### src/rtl/rr_sched_pkg.sv
// Shared types and the round-robin pick function for the counter scheduler.
package rr_sched_pkg;

  typedef enum logic [0:0] {IDLE = 1'b0, BUSY = 1'b1} state_t;

  localparam int unsigned N_REQ_MAX = 8;
  localparam int unsigned IDX_W     = $clog2(N_REQ_MAX);

  typedef struct packed {
    logic             valid;
    logic [IDX_W-1:0] idx;
  } pick_t;

  // First set request scanning from owner+1, wrapping modulo n.
  function automatic pick_t next_owner(input logic [N_REQ_MAX-1:0] req,
                                       input logic [IDX_W-1:0]     owner,
                                       input int unsigned          n);
    pick_t       p;
    int unsigned j;
    p = '0;
    for (int unsigned i = 1; i <= N_REQ_MAX; i++) begin
      j = (32'(owner) + i) % n;
      if (i <= n && !p.valid && req[IDX_W'(j)]) begin
        p.valid = 1'b1;
        p.idx   = IDX_W'(j);
      end
    end
    return p;
  endfunction

endpackage

### src/rtl/rr_pick.sv
// Combinational round-robin picker: next requester after i_owner.
module rr_pick
  import rr_sched_pkg::*;
#(
  parameter int unsigned N_REQ = 4
) (
  input  logic [N_REQ-1:0]         i_req,
  input  logic [$clog2(N_REQ)-1:0] i_owner,
  output logic                     o_valid_c,
  output logic [$clog2(N_REQ)-1:0] o_index_c
);

  localparam int unsigned OW = $clog2(N_REQ);

  pick_t w_pick;

  assign w_pick    = next_owner(N_REQ_MAX'(i_req), IDX_W'(i_owner), N_REQ);
  assign o_valid_c = w_pick.valid;
  assign o_index_c = OW'(w_pick.idx);

endmodule

### src/rtl/rr_counter_sched.sv
// Round-robin scheduler sharing one up-counter among N_REQ requesters.
// Define FORMAL_ASSERT_EN to compile in immediate property assertions.
module rr_counter_sched
  import rr_sched_pkg::*;
#(
  parameter int unsigned N_REQ = 4,
  parameter int unsigned WIDTH = 32
) (
  input  logic                     clk,
  input  logic                     rst,
  input  logic [N_REQ-1:0]         req,
  output logic [N_REQ-1:0]         gnt,
  output logic                     busy,
  output logic [$clog2(N_REQ)-1:0] owner,
  output logic [WIDTH-1:0]         cnt,
  output logic [WIDTH-1:0]         dbl,
  output logic [WIDTH-1:0]         last_even
);

  localparam int unsigned OW = $clog2(N_REQ);

  state_t           r_state, w_state_nxt;
  logic [N_REQ-1:0] r_gnt, w_gnt_nxt;
  logic [OW-1:0]    r_owner, w_owner_nxt;
  logic [WIDTH-1:0] r_cnt, w_cnt_nxt;
  logic [WIDTH-1:0] r_last_even;
  logic             w_pick_valid;
  logic [OW-1:0]    w_pick_idx;
  logic             w_owner_req;

  rr_pick #(.N_REQ(N_REQ)) u_pick (
    .i_req     (req),
    .i_owner   (r_owner),
    .o_valid_c (w_pick_valid),
    .o_index_c (w_pick_idx)
  );

  assign w_owner_req = req[r_owner];

  always_ff @(posedge clk) begin
    if (rst) r_state <= IDLE;
    else     r_state <= w_state_nxt;
  end

  always_comb begin
    w_state_nxt = r_state;
    case (r_state)
      IDLE:    if (w_pick_valid) w_state_nxt = BUSY;
      BUSY:    if (!w_owner_req) w_state_nxt = IDLE;
      default: w_state_nxt = IDLE;
    endcase
  end

  // Grant, owner and counter updates; the counter only advances on release.
  always_comb begin
    w_gnt_nxt   = r_gnt;
    w_owner_nxt = r_owner;
    w_cnt_nxt   = r_cnt;
    case (r_state)
      IDLE: begin
        if (w_pick_valid) begin
          w_gnt_nxt   = N_REQ'(1) << w_pick_idx;
          w_owner_nxt = w_pick_idx;
        end
      end
      BUSY: begin
        if (!w_owner_req) begin
          w_gnt_nxt = '0;
          w_cnt_nxt = r_cnt + WIDTH'(1);
        end
      end
      default: w_gnt_nxt = '0;
    endcase
  end

  always_ff @(posedge clk) begin
    if (rst) begin
      r_gnt       <= '0;
      r_owner     <= OW'(N_REQ - 1);
      r_cnt       <= '0;
      r_last_even <= '0;
    end else begin
      r_gnt   <= w_gnt_nxt;
      r_owner <= w_owner_nxt;
      r_cnt   <= w_cnt_nxt;
      if (!r_cnt[0]) r_last_even <= r_cnt;
    end
  end

  assign gnt       = r_gnt;
  assign busy      = (r_state == BUSY);
  assign owner     = r_owner;
  assign cnt       = r_cnt;
  assign dbl       = {r_cnt[WIDTH-2:0], 1'b0};
  assign last_even = r_last_even;

`ifdef FORMAL_ASSERT_EN
  logic r_rel_pend;

  // Set when the owner dropped its request while holding the grant.
  always_ff @(posedge clk) r_rel_pend <= !rst && r_gnt[r_owner] && !w_owner_req;

  always @(posedge clk) begin
    if (!rst) begin
      p_onehot: assert ($onehot0(r_gnt));
      p_dbl:    assert (dbl[0] == 1'b0);
      p_even:   assert (r_last_even[0] == 1'b0);
      p_busy:   assert (busy == (|r_gnt));
      p_hold:   assert (!r_rel_pend || r_gnt == '0);
    end
  end
`else
  // Property checks compiled out.
`endif

endmodule

### config.mk
export PLATFORM = sky130hd
export DESIGN_NAME = rr_counter_sched
export DESIGN_NICKNAME = d
export VERILOG_FILES = /design/src/rtl/rr_sched_pkg.sv /design/src/rtl/rr_pick.sv /design/src/rtl/rr_counter_sched.sv
export SDC_FILE = /design/constraint.sdc
export NUM_CORES = 1
export LEC_CHECK = 0
export ABC_CLOCK_PERIOD_IN_PS = 2160
export CAP_MARGIN = 0
export CORE_MARGIN = 2
export CORE_UTILIZATION = 46
export CTS_CLUSTER_DIAMETER = 50
export DETAILED_ROUTE_END_ITERATION = 12
export PLACE_DENSITY = 0.8
export SYNTH_ARGS = -nofsm -noshare
export SYNTH_HDL_FRONTEND = slang
export SYNTH_SLANG_ARGS = --single-unit
export TNS_END_PERCENT = 20
### constraint.sdc
create_clock -name clk -period 2.16 [get_ports clk]
set_clock_uncertainty 0.1 [all_clocks]
set_input_delay 0.216 -clock clk [delete_from_list [all_inputs] [get_ports clk]]
set_output_delay 0.216 -clock clk [all_outputs]
set_load 0.05 [all_outputs]
== Word-level counts from Yosys, hierarchy flattened ==
Index checks and enable logic that the tools add are counted.

* Bits in registers: 70
* Latch bits: 0
* Memory bits (writable): 0
* Memory bits (read-only): 0
* Input bits: 6
* Output and inout bits: 103
* Logic and storage cells: 49
* Memories: 0

* Add/subtract/negate cells: 5
* $mul: 0
* Divide/modulo/power cells: 0
* $lt $le $gt $ge: 5
* Eq/ne operators: 2
* Shift-type cells: 1
* Mux-type cells: 20
* Bitwise logic cells: 2
* Reduce and logical (&&, ||, !) cells: 9

{| class="wikitable"
|+ Operators with widths
! kind !! number
|-
| adder 32 x 1 -> 32 bit, second input constant || 1
|-
| two-way mux 4 bit || 6
|-
| < comparator 2 x 4 -> 1 bit, second input constant || 4
|-
| binary-select mux 1 bit (select 2 bit) || 5
|-
| case mux 4 bit (2 select lines) || 1
|-
| two-way mux 1 bit || 7
|-
| AND reduction 2 bit || 3
|-
| adder 2 x 1 -> 2 bit, second input constant || 2
|-
| adder 2 bit, second input constant || 2
|-
| left shift 1 x 2 -> 4 bit, first input constant || 1
|-
| logical AND 1 bit || 3
|-
| logical NOT 1 bit || 3
|-
| < comparator 2 x 3 -> 1 bit, second input constant || 1
|-
| != test 2 x 1 -> 1 bit, second input constant || 1
|-
| != test 2 bit, second input constant || 1
|-
| inverter 1 bit || 2
|-
| case mux 1 bit (2 select lines) || 1
|}

== Logic depth before layout (Yosys ltp) ==
Gate-level depths: netlist (run 1).

* Word-level depth: 16
* Mapped depth: 8
* Mapped depth without buffers: 6

== Cells and area by module ==
From an unflattened synthesis (run 1), not the netlist that was laid out.

* Cells, all modules: 384
* Area total of the unflattened synthesis: 3414.5 sq um

{| class="wikitable"
|+ By module, submodules not included
! module !! instances !! cells an instance !! area an instance (sq um)
|-
| rr_counter_sched || 1 || 370 || 3335.7
|-
| rr_pick || 1 || 14 || 78.8
|}

== Worst setup path before layout (run 1) ==
Ideal clock, no wire load.

* Path kind: register -> register
* Start point: register r_cnt[1] (netlist: cnt[1])
* End point: register r_cnt[28] (netlist: cnt[28])
* Setup time: 0.128 ns
* Arrival time: 2.080 ns
* Setup slack: -0.147 ns
* Stages on the path, launching flop included: 8
* Buffers on the path: 1
* Clock period less this slack: 2.307 ns
* Cell sequence: dfxtp_1 -> ha_1 -> nand2_1 -> or3_4 -> buf_6 -> nor4_2 -> xnor2_1 -> nor2_1

* Word-level cells in the longest chain between the ends: 1

{| class="wikitable"
|+ RTL lines
! what !! RTL line !! source
|-
| start: declaration || rr_counter_sched.sv:25 || <nowiki>logic [WIDTH-1:0] r_cnt, w_cnt_nxt;</nowiki>
|-
| start signal: assignment || rr_counter_sched.sv:85 || <nowiki>r_cnt <= w_cnt_nxt;</nowiki>
|-
| adder 32 x 1 -> 32 bit || rr_counter_sched.sv:69 || <nowiki>w_cnt_nxt = r_cnt + WIDTH'(1);</nowiki>
|}

No other way between the ends.
A chain may end at the register's enable or synchronous reset.

== Worst setup path after layout (run 1) ==
* Start point: register r_cnt[24] (netlist: cnt[24])
* End point: output port cnt[24]

{| class="wikitable"
|+ RTL lines
! what !! RTL line !! source
|-
| end: declaration || rr_counter_sched.sv:15 || <nowiki>output logic [WIDTH-1:0] cnt,</nowiki>
|}

No word-level cell between the ends.

==> results of run 1 <==
flip-flops by register name, summed over array words and instances, names as in the netlist:
signal	count
last_even	31
busy	1
owner	2
cnt	32
gnt	4
kinds of logic after synthesis:
| logic type | count (synthesis) | share of synthesized area, % |
|---|---|---|
| other | 1 | 0.113 |
| adders and majority gates | 1 | 0.378 |
| DFF | 70 | 42.3 |
| and+or+nand+nor | 141 | 25.1 |
| muxes | 34 | 10.3 |
| xor gates and xnor gates | 29 | 7.68 |
| AOI/OAI and AO/OA | 16 | 3.40 |
| buffers and inverters | 55 | 10.7 |
per-layer routing:
layer	track usage, %	share of wire, %	vias up
met3	3.73	5.0	10
met5	0	0	-
li1	-	-	1312
met2	32.2	49	76
met1	25.0	45	1271
met4	8.54	1.7	0
cell usage after synthesis (all sizes together), types with 2 or more instances:
master | count | area [um2]
clkbuf | 11 | 42.5
nor2 | 68 | 255
buf | 43 | 307
o21ai | 3 | 15.0
or3 | 4 | 35.0
a211o | 3 | 26.3
nor3 | 11 | 75.1
nor3b | 5 | 47.5
and4 | 4 | 35.0
nor2b | 3 | 18.8
a21oi | 4 | 20.0
xnor2 | 28 | 245
or2 | 2 | 12.5
nand2b | 3 | 18.8
dfxtp | 70 | 1400
nand3 | 9 | 45.0
nand4 | 6 | 50.0
nor4b | 5 | 75.1
nor4 | 10 | 119
mux2i | 33 | 330
nand2 | 10 | 37.5
a32oi | 3 | 26.3
layout make-up:
| cell class | instances | area (um2) | area share (%) |
|---|---|---|---|
| inverter | 1 | 3.75 | 0.0826 |
| sequential | 70 | 1410 | 31.0 |
| clock inverter | 5 | 33.8 | 0.744 |
| tap | 96 | 120 | 2.64 |
| multi-input combinational | 223 | 1580 | 34.7 |
| clock buffer | 11 | 141 | 3.11 |
| timing repair buffer | 127 | 1260 | 27.7 |
metrics by stage:
step	power (W)	instance area, um2
finish	0.00271	4540
global route	0.00281	4540
CTS	0.00273	4540
detailed placement	0.00179	4370
global placement	0.00178	4370
floorplan	0.00166	3320
power groups by stage:
stage | Clock, W | Combinational, W | Sequential [W]
6_report | 0.000955 | 0.000425 | 0.00133
5_1_grt | 0.00103 | 0.000452 | 0.00134
4_1_cts | 0.000969 | 0.000427 | 0.00133
3_5_place_dp | 0 | 0.000425 | 0.00136
3_3_place_gp | 0 | 0.000420 | 0.00136
2_1_floorplan | 0 | 0.000235 | 0.00142
how the worst max path moves through the flow:
stage                     cells past startpoint  slack [ps]                 start                    to
final                                         1          80  cnt[24]$_SDFFE_PP0P_               cnt[24]
after floorplan                               6           5   cnt[3]$_SDFFE_PP0P_  cnt[28]$_SDFFE_PP0P_
after global placement                        7         100                req[3]  cnt[22]$_SDFFE_PP0P_
after detailed placement                      7          60                req[3]  cnt[28]$_SDFFE_PP0P_
after CTS                                     1          50  cnt[24]$_SDFFE_PP0P_               cnt[24]
after global routing                          1          30  cnt[24]$_SDFFE_PP0P_               cnt[24]
==> impl_metrics.py, run 1 <==
metrics = {
    "setup_path": {
        "r2r_setup_slack_ps": 160,
        "slowest_delay_ps": 880,
        "crit_chain": "clkdlybuf4s50_1",
        "startpoint_type": "flip-flop",
        "cp_slowest_cell": "clkdlybuf4s50_1",
        "critPathArrivalTime_ps": 1770,
        "cp_max_fo": 9,
        "r2r_cells": 6,
        "crit_path_end_kind": "output pin",
        "cp.buffers_inverters": 1,
        "critical_path.top_delay_family": "buffers and inverters",
        "critPathKind": "reg -> out",
        "worstReg2RegStart": "cnt[1]$_SDFFE_PP0P_",
        "reg2reg_to": "cnt[28]$_SDFFE_PP0P_",
        "required_ps": 1840,
    },
    "grt": {
        "grt_pass1_wl_um": 12100,
        "grt_overflow": 0,
        "track_usage_pct": 19.6,
        "grt_pass1_vias": 2616,
        "grt_max_degree": 30,
        "antenna_found_initial": 0,
    },
    "sta": {
        "worstMarginPinSlew_ps": 529,
        "setup_tns_ps": 0,
        "rsz0062_at_grt": "no",
        "min_period_ps": 2080,
        "fin_crit_sh_pct": 96.4,
        "maxSlewViolCount": 0,
        "hold_viol": 0,
        "fin_ws_ps": 77.7,
        "fmax_mhz": 480,
        "setup_viol": 0,
        "holdWs_ps": 207,
        "max_slew_margin_pct": 64.6,
    },
    "routing": {
        "vias_per_cell": 5.01,
        "drt_pre_antenna_iters": 4,
        "vias": 2669,
        "drtAntennaViolNets": 0,
        "routed_wirelength_um": 7300,
        "post_drt_wl_per_cell_um": 13.7,
        "drcViolationCount": 0,
        "drt_iter0_markers": 117,
    },
    "pwr": {
        "seqPwrFrac_pct": 49.1,
        "power.internal_w": 0.00193,
        "power.leakage_nw": 1.52,
        "power_switching_w": 0.000788,
        "p_sw_share_pct": 29.0,
        "ir_drop_uv": 380,
        "p_comb_share_pct": 15.7,
        "power.density_nw_per_um2": 597,
        "pwr-share-clk_pct": 35.2,
    },
    "logic_synthesis": {
        "syn_avg_cell_area_um2": 9.54,
        "syn_area_um2": 3310,
        "synth-seq-area-share_pct": 42.3,
        "syn_inst": 347,
        "synth_edf_count": 0,
        "async_flop_share_pct": 0,
        "ys_ff_latch": 70,
        "synth-main-ff-cell": "dfxtp_1",
        "ys_types": 40,
        "ys_warn_count": 0,
    },
    "finish": {
        "final_cells": 533,
        "drive_gt1_share_pct": 16.2,
        "syn_to_final_growth_pct": 37.2,
        "final_core_util_pct": 66.1,
        "antenna_cells": 0,
        "nFillCells": 556,
        "layout_common_cells": "clkdlybuf4s50_1 (103), nor2_1 (68), dfxtp_1 (65), mux2i_1 (33), xnor2_1 (28)",
        "finalNetCount": 439,
        "layout.cells.most_common": "clkdlybuf4s50_1",
    },
    "placement": {
        "place_inst": 517,
        "dp_slack_ps": 56.1,
        "io_buffers": 106,
        "place.gp.congestion": 0.773,
        "hpwl_um": 5160,
    },
    "worst_hold_path": {
        "holdCritPathClass": "in -> reg",
        "hold_depth": 2,
        "min_from": "rst",
        "hold_end": "cnt[27]$_SDFFE_PP0P_",
    },
    "floorplanning": {
        "dieArea_um2": 7890,
        "core_um2": 6870,
        "ios": 109,
        "rows": 30,
        "die_y_um": 88.8,
        "initial_core_util_pct": 48.2,
        "dieWidth_um": 88.8,
    },
    "clocking": {
        "cts_sinks": 70,
        "cts_buffers": 9,
        "cts_setup_buffers": 0,
        "clk_latency_ps": 340,
        "htreeDepth": 3,
        "cts_tree": "done",
        "path_clk_slew_ps": 70,
        "cts_root_buf": "clkbuf_8",
        "cts_resized": 0,
        "cts_hold_repair.buffers": 0,
        "cts_max_path_buffers": 2,
    },
    "status": {
        "status": "complete, no violations",
    },
    "job": {
        "max_cap_viol_count": 0,
    },
}
(Power assumes the default switching activity.)
==> run 2, diff against run 1 <==
--- a/config.mk
+++ b/config.mk
@@ -7,11 +7,13 @@
 export LEC_CHECK = 0
 export ABC_CLOCK_PERIOD_IN_PS = 2160
 export CAP_MARGIN = 0
+export CELL_PAD_IN_SITES_DETAIL_PLACEMENT = 1
+export CELL_PAD_IN_SITES_GLOBAL_PLACEMENT = 1
 export CORE_MARGIN = 2
-export CORE_UTILIZATION = 46
+export CORE_UTILIZATION = 34
 export CTS_CLUSTER_DIAMETER = 50
 export DETAILED_ROUTE_END_ITERATION = 12
-export PLACE_DENSITY = 0.8
+export PLACE_DENSITY_LB_ADDON = 0.1
 export SYNTH_ARGS = -nofsm -noshare
 export SYNTH_HDL_FRONTEND = slang
 export SYNTH_SLANG_ARGS = --single-unit
==> run 2 against run 1 <==
Effect of this change: clock power grew 30%; core utilization shrank 17 points; highest routed layer unchanged; count of clock-buffer cells in the layout grew 1; largest power group unchanged; wire length grew 8.7%.
==> impl_metrics.py, run 2 (synthesis gave the netlist of run 1 again) <==
metrics = {
    "floorplanning": {
        "ios": 109,
        "dieArea_um2": 10500,
        "die_y_um": 103,
        "initial_core_util_pct": 34.5,
        "dieWidth_um": 103,
        "core_um2": 9590,
        "rows": 36,
    },
    "clocking": {
        "cts_resized": 0,
        "cts_hold_repair.buffers": 0,
        "path_clk_slew_ps": 70,
        "cts_setup_buffers": 0,
        "cts_max_path_buffers": 2,
        "cts_sinks": 70,
        "clk_latency_ps": 340,
        "cts_tree": "done",
        "cts_buffers": 9,
        "htreeDepth": 3,
        "cts_root_buf": "clkbuf_8",
    },
    "placement": {
        "hpwl_um": 5610,
        "place_inst": 560,
        "place.gp.congestion": 0.751,
        "dp_slack_ps": 22.5,
        "io_buffers": 106,
        "post_dp_cell_area_um2": 4470,
    },
    "sta": {
        "setup_viol": 0,
        "max_slew_margin_pct": 63.2,
        "fmax_mhz": 488,
        "setup_tns_ps": 0,
        "hold_viol": 0,
        "min_period_ps": 2050,
        "worstMarginPinSlew_ps": 550,
        "fin_crit_sh_pct": 94.8,
        "maxSlewViolCount": 0,
        "fin_ws_ps": 112,
        "rsz0062_at_grt": "no",
    },
    "finish": {
        "fin_area_um2": 4700,
        "drive_gt1_share_pct": 16.9,
        "finalNetCount": 445,
        "antenna_cells": 0,
        "layout.cells.most_common": "clkdlybuf4s50_1",
        "syn_to_final_growth_pct": 42.0,
        "layout_common_cells": "clkdlybuf4s50_1 (103), nor2_1 (68), dfxtp_1 (65), mux2i_1 (33), xnor2_1 (28)",
        "largest_reg_flops": 32,
        "final_cells": 576,
    },
    "setup_path": {
        "crit_chain": "clkdlybuf4s50_1",
        "r2r_cells": 6,
        "crit_path_end_kind": "output pin",
        "cp.buffers_inverters": 1,
        "critPathKind": "reg -> out",
        "cp_max_fo": 9,
        "slowest_delay_ps": 870,
        "worstReg2RegStart": "cnt[1]$_SDFFE_PP0P_",
        "critical_path.top_delay_family": "buffers and inverters",
        "startpoint_type": "flip-flop",
        "required_ps": 1840,
        "critPathArrivalTime_ps": 1730,
        "reg2reg_to": "cnt[28]$_SDFFE_PP0P_",
        "r2r_setup_slack_ps": 230,
        "cp_slowest_cell": "clkdlybuf4s50_1",
    },
    "worst_hold_path": {
        "holdCritPathClass": "in -> reg",
        "hold_depth": 2,
        "hold_end": "last_even[15]$_SDFFE_PP0N_",
        "min_from": "rst",
    },
    "routing": {
        "drtAntennaViolNets": 0,
        "drcViolationCount": 0,
        "vias": 2696,
        "vias_per_cell": 4.68,
        "routed_wirelength_um": 7940,
        "post_drt_wl_per_cell_um": 13.8,
        "drt_iter0_markers": 35,
        "drt_pre_antenna_iters": 4,
    },
    "grt": {
        "track_usage_pct": 15.7,
        "grt_overflow": 0,
        "antenna_found_initial": 0,
        "grt_max_degree": 63,
        "grt_pass1_wl_um": 13000,
        "grt_pass1_vias": 2674,
    },
    "pwr": {
        "power.leakage_nw": 1.59,
        "p_total_w": 0.00302,
        "power.density_nw_per_um2": 643,
        "ir_drop_uv": 344,
    },
    "status": {
        "status": "complete, no violations",
    },
    "job": {
        "max_cap_viol_count": 0,
    },
}
-- run 2: changes by cell type in the layout (fill, tap and decap cells not counted) --
| cell | previous run | this run |
|---|---|---|
| inv_6 | 1 | 0 |
| clkbuf_1 | 1 | 3 |
| buf_4 | 19 | 24 |
| clkbuf_8 | 10 | 9 |
| clkinvlp_4 | 2 | 0 |
| bufinv_16 | 0 | 3 |
| clkinv_2 | 2 | 1 |
| buf_12 | 4 | 5 |
-- run 2: metal layers --
layer  GRT usage [%]  vias to the layer above  share of wire [%]
met1            19.1                     1301                 45
met2            26.6                       65                 48
li1                -                     1320                  -
met5               0                        -                  0
met4            6.15                        0                1.6
met3            3.86                       10                5.0
-- run 2: final cells by class --
type	count	area [um2]
fillers	1088	4890
inverters	1	3.75
well taps	133	166
clock buffers	12	135
repair buffers	133	1320
flip-flops and latches	70	1410
clock inverters	4	95.1
multi-input cells	223	1580
-- run 2: power by group --
group | total, W | internal [W] | switching (W)
registers | 0.00133 | 0.00131 | 0.0000229
logic | 0.000445 | 0.000180 | 0.000265
clock network | 0.00124 | 0.000767 | 0.000477
-- run 2: per-stage QoR --
stage | utilization, % | hold WS (ps)
after floorplan | - | 335
after global placement | 46.6 | 363
after detailed placement | 46.6 | 367
after CTS | 49.0 | 72.4
after global routing | 49.0 | 77.0
final | 49.0 | 78.8
-- run 2: worst max path at each step --
stage | start | end | slack, ps | cells after the start
floorplan | cnt[3]$_SDFFE_PP0P_ | cnt[28]$_SDFFE_PP0P_ | 5 | 6
global placement | req[3] | cnt[31]$_SDFFE_PP0P_ | 70 | 7
detailed placement | req[3] | cnt[9]$_SDFFE_PP0P_ | 20 | 7
CTS | cnt[24]$_SDFFE_PP0P_ | cnt[24] | 80 | 1
global route | cnt[24]$_SDFFE_PP0P_ | cnt[24] | 30 | 1
finish | cnt[24]$_SDFFE_PP0P_ | cnt[24] | 110 | 1
